File: src/rtl/seg_scan_display.sv
// Four-digit multiplexed seven-segment driver for the game display.
// Scans score tens/units and time tens/units and blanks leading zeros.
// The time digits blink while the last five seconds of a game count down.
// All outputs are active-low and registered.
module seg_scan_display #(
    parameter int SCAN_DIV  = 50000,
    parameter int BLINK_DIV = 250
) (
    input  logic       clk,
    input  logic       rst,
    input  logic       in_game,
    input  logic [3:0] sec1,
    input  logic [3:0] sec2,
    input  logic [4:0] counter,
    input  logic [3:0] score1,
    input  logic [3:0] score2,
    output logic [3:0] an,
    output logic [6:0] seg,
    output logic       dp
);

    localparam int DIV_W = (SCAN_DIV  > 1) ? $clog2(SCAN_DIV)  : 1;
    localparam int BLK_W = (BLINK_DIV > 1) ? $clog2(BLINK_DIV) : 1;
    localparam logic [DIV_W-1:0] DIV_MAX = DIV_W'(SCAN_DIV - 1);
    localparam logic [BLK_W-1:0] BLK_MAX = BLK_W'(BLINK_DIV - 1);

    // packed view of every slow-domain input: {in_game, counter, sec1, sec2, score1, score2}
    logic [21:0] sync_a;
    logic [21:0] sync_b;

    logic       in_game_s;
    logic [4:0] counter_s;
    logic [3:0] sec1_s;
    logic [3:0] sec2_s;
    logic [3:0] score1_s;
    logic [3:0] score2_s;

    logic [DIV_W-1:0] div_cnt;
    logic             tick;
    logic [1:0]       idx;
    logic [BLK_W-1:0] blink_cnt;
    logic             blink_ph;
    logic             blink_act;

    logic [3:0] an_n;
    logic [6:0] seg_n;
    logic       dp_n;
    logic [3:0] digit;
    logic       lead_blank;

    assign {in_game_s, counter_s, sec1_s, sec2_s, score1_s, score2_s} = sync_b;
    assign tick      = (div_cnt == DIV_MAX);
    assign blink_act = in_game_s && (counter_s != 5'd0) && (counter_s <= 5'd5);

    // BCD digit to active-low {g,f,e,d,c,b,a}; non-decimal codes show a dash
    function automatic logic [6:0] decode(input logic [3:0] v);
        case (v)
            4'd0:    decode = 7'b1000000;
            4'd1:    decode = 7'b1111001;
            4'd2:    decode = 7'b0100100;
            4'd3:    decode = 7'b0110000;
            4'd4:    decode = 7'b0011001;
            4'd5:    decode = 7'b0010010;
            4'd6:    decode = 7'b0000010;
            4'd7:    decode = 7'b1111000;
            4'd8:    decode = 7'b0000000;
            4'd9:    decode = 7'b0010000;
            default: decode = 7'b0111111;
        endcase
    endfunction

    // two-flop synchronizer for everything coming from the 1 Hz timer domain
    always_ff @(posedge clk) begin
        if (rst) begin
            sync_a <= '0;
            sync_b <= '0;
        end else begin
            sync_a <= {in_game, counter, sec1, sec2, score1, score2};
            sync_b <= sync_a;
        end
    end

    // prescaler producing one tick per digit slot
    always_ff @(posedge clk) begin
        if (rst) begin
            div_cnt <= '0;
        end else if (tick) begin
            div_cnt <= '0;
        end else begin
            div_cnt <= div_cnt + 1'b1;
        end
    end

    // digit index steps once per slot and wraps naturally from 3 to 0
    always_ff @(posedge clk) begin
        if (rst) begin
            idx <= 2'd0;
        end else if (tick) begin
            idx <= idx + 2'd1;
        end
    end

    // blink phase counter, held cleared whenever the final countdown is not running
    always_ff @(posedge clk) begin
        if (rst || !blink_act) begin
            blink_cnt <= '0;
            blink_ph  <= 1'b0;
        end else if (tick) begin
            if (blink_cnt == BLK_MAX) begin
                blink_cnt <= '0;
                blink_ph  <= ~blink_ph;
            end else begin
                blink_cnt <= blink_cnt + 1'b1;
            end
        end
    end

    // slot selection, decode, leading-zero and blink blanking for the next output value
    always_comb begin
        an_n       = 4'b1111;
        digit      = 4'd0;
        lead_blank = 1'b0;
        case (idx)
            2'd0: begin
                an_n       = 4'b1110;
                digit      = score1_s;
                lead_blank = (score1_s == 4'd0);
            end
            2'd1: begin
                an_n  = 4'b1101;
                digit = score2_s;
            end
            2'd2: begin
                an_n       = 4'b1011;
                digit      = sec1_s;
                lead_blank = (sec1_s == 4'd0);
            end
            default: begin
                an_n  = 4'b0111;
                digit = sec2_s;
            end
        endcase
        seg_n = lead_blank ? 7'b1111111 : decode(digit);
        // gating with blink_act lets the time digits reappear as soon as blinking stops
        if (idx[1] && blink_ph && blink_act) begin
            an_n  = 4'b1111;
            seg_n = 7'b1111111;
        end
        dp_n = !((idx == 2'd1) && in_game_s);
    end

    // output register giving one clock of latency and glitch-free pins
    always_ff @(posedge clk) begin
        if (rst) begin
            an  <= 4'b1111;
            seg <= 7'b1111111;
            dp  <= 1'b1;
        end else begin
            an  <= an_n;
            seg <= seg_n;
            dp  <= dp_n;
        end
    end

endmodule

File: config.mk
export PLATFORM = sky130hd
export DESIGN_NAME = seg_scan_display
export DESIGN_NICKNAME = d
export VERILOG_FILES = /design/src/rtl/seg_scan_display.sv
export SDC_FILE = /design/constraint.sdc
export NUM_CORES = 1
export LEC_CHECK = 0
export BUFFER_PORTS_ARGS = -buffer_cell sky130_fd_sc_hd__buf_2
export CELL_PAD_IN_SITES_DETAIL_PLACEMENT = 0
export CELL_PAD_IN_SITES_GLOBAL_PLACEMENT = 1
export CORE_MARGIN = 4
export CORE_UTILIZATION = 31
export DETAILED_ROUTE_END_ITERATION = 8
export PLACE_DENSITY = 0.65
export SETUP_SLACK_MARGIN = 0.4
export SYNTH_ARGS = -nofsm -noshare
export SYNTH_HDL_FRONTEND = slang
export SYNTH_SLANG_ARGS = --single-unit
File: constraint.sdc
create_clock -name clk -period 2.4 [get_ports clk]
set_input_delay 0.12 -clock clk [delete_from_list [all_inputs] [get_ports clk]]
set_output_delay 0.12 -clock clk [all_outputs]
set_load 0.005 [all_outputs]
-- Yosys cells after proc, flatten, opt, wreduce, memory -nomap -nowiden
Memories as Yosys holds them, arrays and structs flattened. A register that Yosys moved wholly into a read port is not among the register bits.
Cells that the tools add are included.
W data, S select, Z words.
- add/sub/neg operators: 3
- order comparisons: 1
- equality and inequality tests: 4
- mux-type cells: 4
- bitwise gates (word level): 1
- reduce and logical (&&, ||, !) cells: 16
- operators with widths (operator ; count):
    $pmux W4 S3 ; 2
    $add A16 B1 Y16 const B ; 1
    $eq A16 B16 Y1 const B ; 1
    $add A8 B1 Y8 const B ; 1
    $eq A8 B8 Y1 const B ; 1
    $logic_not A4 Y1 ; 2
    $mux W8 ; 1
    $le A5 B3 Y1 const B ; 1
    $logic_and A1 B1 Y1 ; 5
    $reduce_bool A5 Y1 ; 1
    $reduce_or A2 Y1 ; 2
    $reduce_or A3 Y1 ; 1
    $add A2 B1 Y2 const B ; 1
    $eq A2 B1 Y1 const B ; 1
    $eq A2 B2 Y1 const B ; 1
    $logic_not A1 Y1 ; 2
    $logic_not A2 Y1 ; 1
    $pmux W1 S2 ; 1
    $reduce_and A2 Y1 ; 1
    $logic_or A1 B1 Y1 ; 1
    $not A1 Y1 ; 1
- flip-flop bits (word level): 76
- bits in read-only memories: 112
- bits of input ports: 24
- output and inout port bits: 12
- logic and storage cells: 38
- memories kept: 1
- memory list (memory ; depth ; width ; rd ports ; clocked after Yosys merged registers in ; write ports ; line ; source):
    (no name shown) ; 16 ; 7 ; 1 ; 1 ; 0 ; 57 ; case (v)

-- Longest topological paths before layout
Gate-level depths: netlist (run 1).
- depth after elaboration: 5
- mapped depth: 8
- gate-level depth less buffers: 8

-- Worst setup path before layout (run 1)
Ideal clock, no wire load.
- path kind: register to register
- from: reg idx[1]
- to: reg seg[1]
- data arrival time: 1.718 ns
- required time: 2.277 ns
- slack: 0.559 ns
- cell stages (with the launch flop): 8
- path buffers: 1
- clock period less this slack: 1.841 ns
- cells stage by stage: dfxtp_1 -> ha_1 -> clkbuf_1 -> mux2i_1 -> inv_1 -> ha_1 -> nor2_1 -> o21ai_0
- cells in the longest elaborated chain, start to end: 3
- ends and longest elaborated chain (item ; line ; source):
    start: declaration ; 40 ; logic [1:0] idx;
    start signal: assignment ; 99 ; idx <= idx + 2'd1;
    $eq A2 B2 Y1 (tied with other cells) ; 123 ; case (idx)
    $pmux W1 S2 or $logic_and A1 B1 Y1 (tied branches) ; 123, 145 ;
    $reduce_or A3 Y1 (no line) ; -- ;
    end: declaration ; 18 ; output logic [6:0] seg,
Parallel ways exist; a longest one is shown, timed or not.
A chain may end at the register's enable or synchronous reset.

-- Worst setup path after layout (run 1)
- from: reg idx[0]
- to: reg seg[4]
- cells in the longest elaborated chain, start to end: 3
- ends and longest elaborated chain (item ; line):
    $eq A2 B2 Y1 or $logic_not A2 Y1 (tied branches) ; 123
    $pmux W1 S2 ; 123
    $reduce_or A3 Y1 (no line) ; --
Parallel ways exist; a longest one is shown, timed or not.

==> impl_metrics.env, run 1 <==
export IMPL_fp_dieArea_sq_um=11900
export IMPL_wl_met2_um=2860
export IMPL_firstDrtPassIters=5
export IMPL_hold_end="sync_b[2]$_SDFF_PP0_"
export IMPL_worstPathRequired_ns=2.69
export IMPL_clkSlewWorstSetupHoldPaths_ns=0.09
export IMPL_drv_slew=0
export IMPL_grt_pass1_wl_um=10500
export IMPL_yosysTopAreaCellShare=0.526
export IMPL_ys_types=39
export IMPL_regArea_sq_um=1670
export IMPL_status="completed"
export IMPL_cts_sinks=83
export IMPL_layout_drive_gt1_share=0.227
export IMPL_min_from="rst"
export IMPL_wl_met3_um=293
export IMPL_viasPerCell=4.52
export IMPL_wl_met1_um=3250
export IMPL_synthFlopType="dfxtp_1"
export IMPL_finClkSkew_ns=0.00708
export IMPL_worstPathMaxFanout=6
export IMPL_clock_path_buffers=2
export IMPL_layout_common_cells="81 x dfxtp_1, 46 x nor2b_1, 35 x buf_2"
export IMPL_totalWireLength_um=6490
export IMPL_hold_path_class="in -> reg"
export IMPL_place_gp_congestion=0.801
export IMPL_path_class="reg -> reg"
export IMPL_grt_max_degree=50
export IMPL_slew_headroom=0.458
export IMPL_pwr_density_cell_nw_per_um2=682
export IMPL_cpLargestDelayFamily="compound AO/OA/AOI/OAI gates"
export IMPL_nFillCells=972
export IMPL_grt_overflow=0
export IMPL_syn_area_sq_um=3160
export IMPL_r2r_start="idx[0]$_SDFFE_PP0N_"
export IMPL_cts_buffers=9
export IMPL_final_util=0.419
export IMPL_period_needed_ns=1.98
export IMPL_placed_cell_area_sq_um=3470
export IMPL_syn_num_nets=357
export IMPL_h_tree_depth=3
export IMPL_tightest_slew_ns=0.813
export IMPL_cp_arrival_ns=2.27
export IMPL_power_leakage_nw=1.48
export IMPL_setup_viol=0
export IMPL_r2r_end="seg[4]$_SDFF_PP1_"
export IMPL_num_rows=36
export IMPL_worst_setup_path_start_kind="flip-flop"
export IMPL_r2r_slack_ns=0.42
export IMPL_yosys_area_top_type="dfxtp_1"
export IMPL_critical_path_max_stage_delay_ns=0.37
export IMPL_reg2regPathDepth=9
export IMPL_fin_hold_ws_ns=0.342
export IMPL_seq_area_frac_synth=0.526
export IMPL_antenna_found_initial=0
export IMPL_die_x_um=109
export IMPL_core_sq_um=9860
export IMPL_multi_input_comb_area_sq_um=1490
export IMPL_avgRoutedWirePerCell_um=12.2
export IMPL_top_layer="met4"
export IMPL_yosysWarningCount=0
export IMPL_synth_area_top_cells="dfxtp_1 53%, nor2b_1 9.1%, ha_1 4.0%"
export IMPL_antennaDiodeCount=0
export IMPL_synth_seq_cells=83
export IMPL_path_buf_inv=3
export IMPL_ant_nets=0
export IMPL_grt_use_total=0.113
export IMPL_fp_dieH_um=109
export IMPL_vias=2396
export IMPL_final_common_cell="dfxtp_1"
export IMPL_cpMostUsedCell="ha_4"
export IMPL_crit_slowest_cell="a222oi_1"
export IMPL_hpwl_um=4150
export IMPL_io_pins=36
export IMPL_clk_latency_ns=0.36
export IMPL_setup_tns_ns=0
export IMPL_post_route_drc_count=0
export IMPL_drtIter0Drc=129
export IMPL_initial_core_util=0.320
export IMPL_path_cells="inv_2 -> ha_4 -> a222oi_1 -> mux2_4 -> clkinvlp_4 -> buf_12 -> ha_4 -> and3_4 -> o21ai_1"
export IMPL_post_route_period_util=0.824
export IMPL_syn_inst=323
export IMPL_hold_path_cell_count=2
export IMPL_syn2layout_area_growth_pct=30.8
export IMPL_avgSynthCellArea_sq_um=9.78
export IMPL_cts_root_buffer_cell="clkbuf_8"
export IMPL_fin_area_sq_um=4130
export IMPL_grt_pass1_vias=2227
export IMPL_rsz0062_at_grt="true"
export IMPL_cts_tree="built"
export IMPL_finalHoldViolations=0
export IMPL_portBuffers=35
export IMPL_synth_edf_count=0
export IMPL_vdd_ir_drop_max_mv=0.341
export IMPL_max_freq_ghz=0.506
export IMPL_cp_end_kind="flip-flop"
export IMPL_max_cap_violations=0
export IMPL_async_flop_share=0
export IMPL_fin_nets=426
synthesized netlist by cell type, types with 3 or more instances:
library cell / count
a211oi_1: 9
a21oi_1: 6
a222oi_1: 3
and3_1: 7
clkbuf_1: 9
dfxtp_1: 83
ha_1: 10
inv_1: 14
mux2i_1: 3
nand2_1: 21
nand3_1: 14
nand4_1: 7
nor2_1: 16
nor2b_1: 46
nor3_1: 9
nor4_1: 8
o21ai_0: 9
o31ai_1: 5
or2_2: 3
or3_1: 4
or4_1: 5
xnor2_1: 11
through the flow:
step	setup slack, ns	power, mW	std cells
after global placement	0.383	1.59	482
after global routing	0.311	2.93	530
after CTS	0.400	2.85	522
final	0.423	2.82	530
after detailed placement	0.355	1.59	482
after floorplan	0.559	1.54	323
power by group:
part,switching (mW),total [mW],internal [mW]
combinational,0.0668,0.154,0.0874
sequential,0.0158,1.44,1.42
clock,0.524,1.23,0.702
cells by family after synthesis:
family	share of synthesized area
flops	0.526
buf+inv	0.0305
simple gates	0.261
mux	0.0166
fa+ha+maj	0.0396
xor+xnor	0.0333
compound gates	0.0931
how the worst max path moves through the flow:
stage / startpoint / endpoint / slack, ns / cells after the start
floorplan: idx[1]$_SDFFE_PP0N_ / seg[1]$_SDFF_PP1_ / 0.56 / 7
global placement: idx[1]$_SDFFE_PP0N_ / seg[1]$_SDFF_PP1_ / 0.38 / 6
detailed placement: idx[1]$_SDFFE_PP0N_ / seg[1]$_SDFF_PP1_ / 0.36 / 6
CTS: idx[0]$_SDFFE_PP0N_ / seg[5]$_SDFF_PP1_ / 0.40 / 8
global route: idx[0]$_SDFFE_PP0N_ / seg[1]$_SDFF_PP1_ / 0.31 / 9
finish: idx[0]$_SDFFE_PP0N_ / seg[4]$_SDFF_PP1_ / 0.42 / 9
layer usage:
metal,up-vias,GRT usage
met5,-,0
met4,0,0.0622
met3,5,0.0249
met2,56,0.167
met1,1068,0.153
li1,1267,-
state kept, by name, summed over array words and instances, names as in the netlist:
signal and flops:
seg 7, sync_a 22, dp 1, an 4, blink_ph 1, sync_b 22
div_cnt 16, idx 2, blink_cnt 8
repair_timing:
item / CTS / global route
buffers inserted: 2 / 8
pin swaps: 2 / 8
hold buffers: 22 / 0
endpoints found under the setup margin: 6 / 24
resized for setup: 6 / 25
endpoints found under the hold margin: 22 / 0
cell type report:
class                           count  share of cell area
Clock buffer                        9              0.0300
Clock inverter                      7              0.0300
Inverter                           14              0.0142
Multi-Input combinational cell    215               0.362
Sequential cell                    83               0.403
Tap cell                          133              0.0403
Timing Repair Buffer               69               0.121
worst register-to-register path: stages (launching register included):
cell        delay [ns]
dfxtp_2           0.35
inv_2             0.07
ha_4              0.18
a222oi_1          0.37
mux2_4            0.25
clkinvlp_4        0.14
buf_12            0.16
ha_4              0.15
and3_4            0.13
o21ai_1           0.10
No activity file was read; power rests on OpenSTA's default activity.
==> run 2, diff against run 1 <==
--- a/config.mk
+++ b/config.mk
@@ -11,7 +11,7 @@
 export CORE_MARGIN = 4
 export CORE_UTILIZATION = 31
 export DETAILED_ROUTE_END_ITERATION = 8
-export PLACE_DENSITY = 0.65
+export PLACE_DENSITY = 0.67
 export SETUP_SLACK_MARGIN = 0.4
 export SYNTH_ARGS = -nofsm -noshare
 export SYNTH_HDL_FRONTEND = slang
==> constraint.sdc (replaced) <==
create_clock -name clk -period 1.8 [get_ports clk]
set_input_delay 0.09 -clock clk [delete_from_list [all_inputs] [get_ports clk]]
set_output_delay 0.09 -clock clk [all_outputs]
set_load 0.005 [all_outputs]
==> impl_metrics.env, run 2 (same netlist as run 1, synthesis figures left out) <==
export IMPL_status="completed"
export IMPL_max_cap_violations=0
export IMPL_antenna_found_initial=0
export IMPL_clock_path_buffers=2
export IMPL_hold_path_class="in -> reg"
export IMPL_grt_busiest_layer="met2"
export IMPL_rsz0062_at_grt="true"
export IMPL_vias=2678
export IMPL_firstDrtPassIters=5
export IMPL_grt_overflow=0
export IMPL_power_leakage_nw=1.77
export IMPL_critical_path_max_stage_delay_ns=0.38
export IMPL_fin_nets=469
export IMPL_reg2regPathDepth=8
export IMPL_grtUsageMet3=0.0272
export IMPL_path_class="reg -> reg"
export IMPL_max_freq_ghz=0.579
export IMPL_cts_buffers=9
export IMPL_tightest_slew_ns=0.457
export IMPL_avgRoutedWirePerCell_um=13.3
export IMPL_drv_slew=0
export IMPL_vdd_ir_drop_max_mv=0.381
export IMPL_worst_setup_path_start_kind="flip-flop"
export IMPL_grt_max_degree=48
export IMPL_clk_latency_ns=0.35
export IMPL_r2r_slack_ns=0.07
export IMPL_io_pins=36
export IMPL_cts_tree="built"
export IMPL_power_total_mw=3.40
export IMPL_num_rows=36
export IMPL_layout_drive_gt1_share=0.436
export IMPL_timing_final_ws_setup_ns=0.0735
export IMPL_path_cells="inv_4 -> ha_4 -> a222oi_1 -> mux2_4 -> inv_2 -> buf_4 -> a211oi_2 -> o21ai_1"
export IMPL_pre_cts_slack_ns=-0.0986
export IMPL_initial_core_util=0.320
export IMPL_final_util=0.491
export IMPL_fin_area_sq_um=4850
export IMPL_antennaDiodeCount=0
export IMPL_totalWireLength_um=7600
export IMPL_ant_nets=0
export IMPL_fp_dieArea_sq_um=11900
export IMPL_grt_use_met1=0.157
export IMPL_cp_end_kind="flip-flop"
export IMPL_syn2layout_area_growth_pct=53.4
export IMPL_setup_tns_ns=0
export IMPL_startpoint="idx[0]$_SDFFE_PP0N_"
export IMPL_worstPathRequired_ns=2.03
export IMPL_cts_root_buffer_cell="clkbuf_8"
export IMPL_min_from="rst"
export IMPL_nFillCells=901
export IMPL_h_tree_depth=3
export IMPL_hpwl_um=4400
export IMPL_reg_top3="sync_a: 22 flops, sync_b: 22 flops, div_cnt: 16 flops"
export IMPL_placed_cell_area_sq_um=3720
export IMPL_hold_end="dp$_SDFF_PP1_"
export IMPL_hold_path_cell_count=3
export IMPL_final_common_cell="dfxtp_1"
export IMPL_grt_pass1_wl_um=12000
export IMPL_period_needed_ns=1.73
export IMPL_grt_pass1_vias=2545
export IMPL_instances_no_fill=573
export IMPL_r2r_start="idx[0]$_SDFFE_PP0N_"
export IMPL_finalHoldViolations=0
export IMPL_clkSlewWorstSetupHoldPaths_ns=0.08
export IMPL_drtIter0Drc=79
export IMPL_place_gp_congestion=0.803
export IMPL_layout_common_cells="69 x dfxtp_1, 45 x nor2b_1, 36 x buf_4"
export IMPL_setup_viol=0
export IMPL_post_route_drc_count=0
export IMPL_slew_headroom=0.695
export IMPL_pwr_density_cell_nw_per_um2=701
export IMPL_portBuffers=35
export IMPL_crit_slowest_cell="dfxtp_4"
export IMPL_grt_use_total=0.130
export IMPL_fin_hold_ws_ns=0.0538
export IMPL_post_route_period_util=0.959
export IMPL_r2r_end="seg[5]$_SDFF_PP1_"
export IMPL_core_sq_um=9860
export IMPL_die_x_um=109
export IMPL_cts_sinks=83
export IMPL_met2_usage=0.215
export IMPL_fp_dieH_um=109
export IMPL_worstPathMaxFanout=5
export IMPL_viasPerCell=4.67
export IMPL_dp_cells=495
export IMPL_finClkSkew_ns=0.00888
export IMPL_cp_arrival_ns=1.96
run 2: layout make-up:
cell class,instances,area [sq um],area share
clock inverter,7,51.3,0.0106
inverter,14,57.6,0.0119
clock buffer,9,124,0.0256
multi-input combinational,217,1860,0.384
timing repair buffer,110,895,0.185
sequential,83,1690,0.349
tap,133,166,0.0343
run 2: power by group:
part           internal [mW]  switching (mW)  leakage (nW)  total (mW)
sequential              1.89          0.0244         0.689        1.92
clock                  0.513           0.701        0.0917        1.21
combinational          0.149           0.114         0.989       0.263
run 2: routing by layer:
metal | vias up | share of wire
met4 | 0 | 0.018
met3 | 9 | 0.043
met2 | 60 | 0.49
met5 | - | 0
li1 | 1360 | -
met1 | 1249 | 0.44
run 2: worst max-delay path by stage:
stage	end	slack, ns	cells past startpoint
global route	seg[1]$_SDFF_PP1_	-0.05	7
detailed placement	seg[3]$_SDFF_PP1_	-0.1	6
finish	seg[5]$_SDFF_PP1_	0.07	8
CTS	seg[4]$_SDFF_PP1_	0.09	7
global placement	seg[3]$_SDFF_PP1_	0.01	6
floorplan	seg[1]$_SDFF_PP1_	0.10	8
run 2: worst max-delay path: cells and delay by family (launching register included):
family	cells	cell delay, ns
DFF	1	0.38
adders and majority gates	1	0.16
AOI/OAI and AO/OA	3	0.58
muxes	1	0.23
buffers and inverters	3	0.26
run 2: what timing repair did:
item / CTS / global route
gates cloned: 3 / 0
pin swaps: 30 / 14
hold buffers: 22 / 0
buffers inserted: 32 / 5
endpoints found under the setup margin: 34 / 34
endpoints found under the hold margin: 22 / 0
gates resized for setup: 64 / 40
